[src/rtl/alu_arbiter.sv]
// Two-port arbiter in front of a shared combinational ALU, with a registered response slot per port.
// Optional saturating grant/conflict counters are enabled with `define ALU_ARB_STATS_EN.
//
// Response slot state (one per port):
//   state      | meaning
//   SLOT_EMPTY | no response held, port may be granted
//   SLOT_FULL  | response held until rspN_ready; refilled in the same cycle if granted

module alu_arbiter #(
  parameter int WIDTH      = 16,
  parameter int OPW        = 3,
  parameter int FIXED_PRIO = 0,
  parameter int CNT_W      = 16
) (
  input  logic             clk,
  input  logic             reset,
  input  logic             req0_valid,
  output logic             req0_ready,
  input  logic [WIDTH-1:0] req0_a,
  input  logic [WIDTH-1:0] req0_b,
  input  logic [OPW-1:0]   req0_op,
  input  logic             req1_valid,
  output logic             req1_ready,
  input  logic [WIDTH-1:0] req1_a,
  input  logic [WIDTH-1:0] req1_b,
  input  logic [OPW-1:0]   req1_op,
  output logic             rsp0_valid,
  input  logic             rsp0_ready,
  output logic [WIDTH-1:0] rsp0_result,
  output logic             rsp0_zero,
  output logic             rsp1_valid,
  input  logic             rsp1_ready,
  output logic [WIDTH-1:0] rsp1_result,
  output logic             rsp1_zero,
  output logic [WIDTH-1:0] alu_a,
  output logic [WIDTH-1:0] alu_b,
  output logic [OPW-1:0]   alu_control,
  input  logic [WIDTH-1:0] alu_result,
  input  logic             alu_zero
`ifdef ALU_ARB_STATS_EN
  ,
  output logic [CNT_W-1:0] stat_grant0,
  output logic [CNT_W-1:0] stat_grant1,
  output logic [CNT_W-1:0] stat_conflict
`endif
);

  typedef enum logic {SLOT_EMPTY = 1'b0, SLOT_FULL = 1'b1} slot_t;

  slot_t slot0_q, slot0_d;
  slot_t slot1_q, slot1_d;
  logic  rr_ptr_q, rr_ptr_d;
  logic  elig0, elig1;
  logic  grant0, grant1;

  if (CNT_W < 1) begin : g_cnt_w_check
    $error("alu_arbiter: CNT_W must be at least 1");
  end

  always_ff @(posedge clk) begin
    if (reset) begin
      slot0_q  <= SLOT_EMPTY;
      slot1_q  <= SLOT_EMPTY;
      rr_ptr_q <= 1'b0;
    end else begin
      slot0_q  <= slot0_d;
      slot1_q  <= slot1_d;
      rr_ptr_q <= rr_ptr_d;
    end
  end

  always_comb begin
    slot0_d  = slot0_q;
    slot1_d  = slot1_q;
    rr_ptr_d = rr_ptr_q;
    grant0   = 1'b0;
    grant1   = 1'b0;

    // A full slot being drained this cycle counts as free.
    elig0 = req0_valid && ((slot0_q == SLOT_EMPTY) || rsp0_ready);
    elig1 = req1_valid && ((slot1_q == SLOT_EMPTY) || rsp1_ready);

    if (elig0 && elig1) begin
      if ((FIXED_PRIO != 0) || !rr_ptr_q) grant0 = 1'b1;
      else                                 grant1 = 1'b1;
    end else begin
      grant0 = elig0;
      grant1 = elig1;
    end

    if (grant0)      rr_ptr_d = 1'b1;
    else if (grant1) rr_ptr_d = 1'b0;

    if (grant0)          slot0_d = SLOT_FULL;
    else if (rsp0_ready) slot0_d = SLOT_EMPTY;

    if (grant1)          slot1_d = SLOT_FULL;
    else if (rsp1_ready) slot1_d = SLOT_EMPTY;
  end

  assign req0_ready = grant0;
  assign req1_ready = grant1;
  assign rsp0_valid = (slot0_q == SLOT_FULL);
  assign rsp1_valid = (slot1_q == SLOT_FULL);

  // Idle cycles present port 0's operands so the ALU never sees X.
  assign alu_a       = grant1 ? req1_a  : req0_a;
  assign alu_b       = grant1 ? req1_b  : req0_b;
  assign alu_control = grant1 ? req1_op : req0_op;

  always_ff @(posedge clk) begin
    if (reset) begin
      rsp0_result <= '0;
      rsp0_zero   <= 1'b0;
      rsp1_result <= '0;
      rsp1_zero   <= 1'b0;
    end else begin
      if (grant0) begin
        rsp0_result <= alu_result;
        rsp0_zero   <= alu_zero;
      end
      if (grant1) begin
        rsp1_result <= alu_result;
        rsp1_zero   <= alu_zero;
      end
    end
  end

`ifdef ALU_ARB_STATS_EN
  always_ff @(posedge clk) begin
    if (reset) begin
      stat_grant0   <= '0;
      stat_grant1   <= '0;
      stat_conflict <= '0;
    end else begin
      if (grant0 && (stat_grant0 != '1))            stat_grant0   <= stat_grant0 + CNT_W'(1);
      if (grant1 && (stat_grant1 != '1))            stat_grant1   <= stat_grant1 + CNT_W'(1);
      if (elig0 && elig1 && (stat_conflict != '1))  stat_conflict <= stat_conflict + CNT_W'(1);
    end
  end
`endif

endmodule

[config.mk]
export PLATFORM = sky130hd
export DESIGN_NAME = alu_arbiter
export DESIGN_NICKNAME = d
export VERILOG_FILES = /design/src/rtl/alu_arbiter.sv
export SDC_FILE = /design/constraint.sdc
export NUM_CORES = 1
export LEC_CHECK = 0
export ABC_AREA = 1
export CAP_MARGIN = 0
export CORE_ASPECT_RATIO = 0.7
export CORE_MARGIN = 2
export CORE_UTILIZATION = 30
export CTS_BUF_LIST = sky130_fd_sc_hd__clkbuf_16
export CTS_CLUSTER_SIZE = 8
export DETAILED_ROUTE_END_ITERATION = 6
export PLACE_DENSITY = 0.79
export SLEW_MARGIN = 0
export SYNTH_ARGS = -nofsm -noshare
export SYNTH_HDL_FRONTEND = slang
export SYNTH_SLANG_ARGS = --single-unit
[constraint.sdc]
create_clock -name clk -period 1.1 [get_ports clk]
set_input_delay 0.11 -clock clk [delete_from_list [all_inputs] [get_ports clk]]
set_output_delay 0.11 -clock clk [all_outputs]
set_load 0.02 [all_outputs]
==> results.md <==
* Outcome: finished, violations left
* Violations in the final reports: setup timing
* Number of distinct library cell variants in the gate-level netlist after synthesis at 15
* Met1 track demand over resource in global routing at 22.78%
* Slowest cell on crit path: sky130_fd_sc_hd__dfxtp_4
* Yosys top cell area share at 36.45%
* I/O pin total at 166
* Layout overhead on the synthesized area at 138.4%
* Synth Register Bits at 37
* H-tree levels at 2
* Vias/cell at 4.744
* Top post-synthesis cells by area: sky130_fd_sc_hd__dfxtp_1 36%, sky130_fd_sc_hd__nand2_1 26%, sky130_fd_sc_hd__a21oi_1 8.9%
* Total routing resource utilization after global routing at 21.26%
* Antenna Diode Count at 0
* Worst min-delay path category: in -> reg
* Worst path arrival time at 1.49 ns
* Minimum clock period at 1.601 ns
* Cell-by-cell listing of the critical path: nand2_4 > nand3_4 > nand2_8 > buf_4 > clkinv_8 > nand2_2 > nand2_4 > buf_4
* Static leakage at 2.381 nW
* CP max FO at 18
* Grt ovf at 0
* Routability congestion estimate from global placement at 0.7867
* Post-route clock period utilization at 145.5%
* Share of the core filled with cells in the final layout at 72.71%
* Synth area leader: sky130_fd_sc_hd__dfxtp_1
* Actual slew at the worst max-slew pin at 0.3385 ns
* Number of failing hold endpoints at the final stage at 0
* Post-place instance area at 4020 sq um
* Number of warning messages in the yosys log at 0
* Power Dens Cells at 1092 nW/um^2
* Final worst-path setup slack at -0.5010 ns
* Die span in x at 102.4 um
* Worst skew pair latency at 0.28 ns
* DR vias at 2,922
* Fraction of layout cells with a size suffix above 1 at 37.36%
* Setup repair after global routing missed its margin: yes
* DRC marker count from the first detailed-route iteration at 133
* Post-route setup TNS at -22.67 ns
* Global-route track usage on met2 at 39.84%
* Final Max Slew Viols at 0
* Row cnt at 25
* Crit path launch type: flip-flop
* Net count of the mapped netlist at 430
* Die span in y at 72.86 um
* Synthesized area divided by synthesized cell count at 6.030 sq um
* Number of cells after detailed placement at 588
* Post-DR wirelength/cell at 14.91 um
* Clock buffer depth at 2
* Antenna Violating Nets Remaining at 0
* Die Footprint at 7458 sq um
* Met3 usage in global routing at 5.747%
* Number of maximum-capacitance constraint violations at 0
* Post-layout instance count excluding filler cells at 616
* Largest net degree at the start of global routing at 37
* Clock sink total at 37
* Worst IR drop on VDD at 0.0005864 V
* Hold buffer count at CTS at 0
* Num CTS Buffers at 5
* Synth Instances at 337
* Total number of nets in the final design at 614
* CTS clock-pin slew for the worst setup and hold paths at 0.06 ns
* Hold slack final at 0.1853 ns
* Final setup viols at 71
* Post-route DRC violation count at 0
* IO buf count at 165
* Highest clock rate at 0.6246 GHz
* Master cell of the clock root buffer: sky130_fd_sc_hd__clkbuf_16
* Sequential-to-total area share from yosys stat at 36.45%
* Routed wire length at 9.185 mm
* Worst slew slack as a fraction of its limit at 77.44%
* Worst setup path category: reg -> out
* Required time at the worst-slack endpoint at 0.99 ns
* Hpwl dp at 5.747 mm
* Most congested layer reported by global routing: met2
* Area of the placeable core at 6663 sq um
* Type of destination of the critical path: primary output
* Initial cell density of the core at 30.50%
* Peak per-stage delay on the critical path at 0.35 ns
* Number of search-and-repair iterations in the first detailed-routing pass at 4
* Clock tree from TritonCTS: yes
* Design area at 4845 sq um
* First-pass GRT wire length at 12.36 mm
* Number of global-route vias before repair at 2,705
* Final Skew at 0.008029 ns
* Initial antenna violation count at 0
* Synth Cell Area at 2032 sq um
## worst max-delay path: cells and delay by family (launching register included)
family,cells,cell delay (ns)
and+or+nand+nor,5,0.45
buffers and inverters,3,0.40
DFF,1,0.35
## power by group
| part | switching, mW | total (mW) | internal (mW) | leakage [nW] |
|---|---|---|---|---|
| Clock | 0.558 | 1.38 | 0.823 | 0.0687 |
| Sequential | 0.0667 | 1.53 | 1.46 | 0.308 |
| Combinational | 1.21 | 2.38 | 1.17 | 2.00 |
## layout by cell type, fill, tap and decap left out, types with 2 or more instances in the layout
cell                               n
sky130_fd_sc_hd__clkdlybuf4s50_1  89
sky130_fd_sc_hd__clkbuf_16        10
sky130_fd_sc_hd__clkinv_1          2
sky130_fd_sc_hd__dlygate4sd2_1    28
sky130_fd_sc_hd__inv_2             4
sky130_fd_sc_hd__buf_4            23
sky130_fd_sc_hd__clkdlybuf4s15_1   5
sky130_fd_sc_hd__buf_12            5
sky130_fd_sc_hd__buf_6            32
sky130_fd_sc_hd__a21oi_1          32
sky130_fd_sc_hd__nand2_1          60
sky130_fd_sc_hd__nand3_2          17
sky130_fd_sc_hd__nand3_1          17
sky130_fd_sc_hd__nor2_1           36
sky130_fd_sc_hd__buf_2             2
sky130_fd_sc_hd__dfxtp_4           2
sky130_fd_sc_hd__inv_1            20
sky130_fd_sc_hd__dlymetal6s2s_1    3
sky130_fd_sc_hd__buf_16            3
sky130_fd_sc_hd__nand2_2          45
sky130_fd_sc_hd__a21oi_2           4
sky130_fd_sc_hd__nand2_4          38
sky130_fd_sc_hd__a21oi_4           2
sky130_fd_sc_hd__dfxtp_1          35
sky130_fd_sc_hd__nand3_4           2
## area by class of cell
type                            instances  area [sq um]
Fill cell                             498          1818
Clock buffer                            5         125.1
Timing Repair inverter                  1         16.27
Clock inverter                          3         15.01
Tap cell                               94         117.6
Sequential cell                        37         748.2
Timing Repair Buffer                  197          2095
Multi-Input combinational cell        254          1608
Inverter                               25         120.1
## metrics by stage
| stage | setup slack, ns | power, mW |
|---|---|---|
| detailed placement | -0.9998 | 3.552 |
| global route | -0.5503 | 5.500 |
| CTS | -0.5422 | 4.982 |
| global placement | -0.9628 | 3.523 |
| finish | -0.5010 | 5.289 |
| floorplan | -0.1074 | 2.577 |
## layer usage
| layer | vias to the layer above | routed length [um] |
|---|---|---|
| li1 | 1417 | - |
| met1 | 1355 | 3497 |
| met2 | 133 | 4800 |
| met3 | 17 | 687 |
| met4 | 0 | 199 |
| met5 | - | 0 |
## cells by family after synthesis
kind of cell	count (synthesis)	share of synthesized area [%]
DFF	37	36.45
buffers and inverters	46	10.10
AOI/OAI and AO/OA	38	10.47
and+or+nand+nor	216	42.98
## state kept, by name (all words and copies together), names as in the netlist
register / cells
rsp0_result: 16
rsp1_result: 16
rr_ptr_q: 1
rsp0_valid: 1
rsp0_zero: 1
rsp1_valid: 1
rsp1_zero: 1
## cells in the mapped netlist, drive strengths merged
master and number:
nor2 36, inv 24, a21oi 38, clkbuf 3, buf 18, dfxtp 37
clkinv 1, nand3 36, nand2 144
## final timing paths
| check | cells after the start | to | from | slack [ns] |
|---|---|---|---|---|
| worst max register to register | 5 | rsp1_result[13] | rsp1_valid | -0.21 |
| worst max-delay path | 8 | alu_b[11] | rsp0_valid | -0.50 |
| worst min register to register | 2 | rsp0_zero | rsp0_zero | 0.47 |
| worst min-delay path | 4 | rsp1_valid | rsp1_ready | 0.19 |
## timing repair
action                                  in CTS  in global routing
endpoints found under the setup margin     108                 77
gates cloned                                 3                  9
gates resized for setup                    289                 77
buffers inserted                             1                  8
pin swaps                                    8                 20
Power figures use the tool's default switching activity.
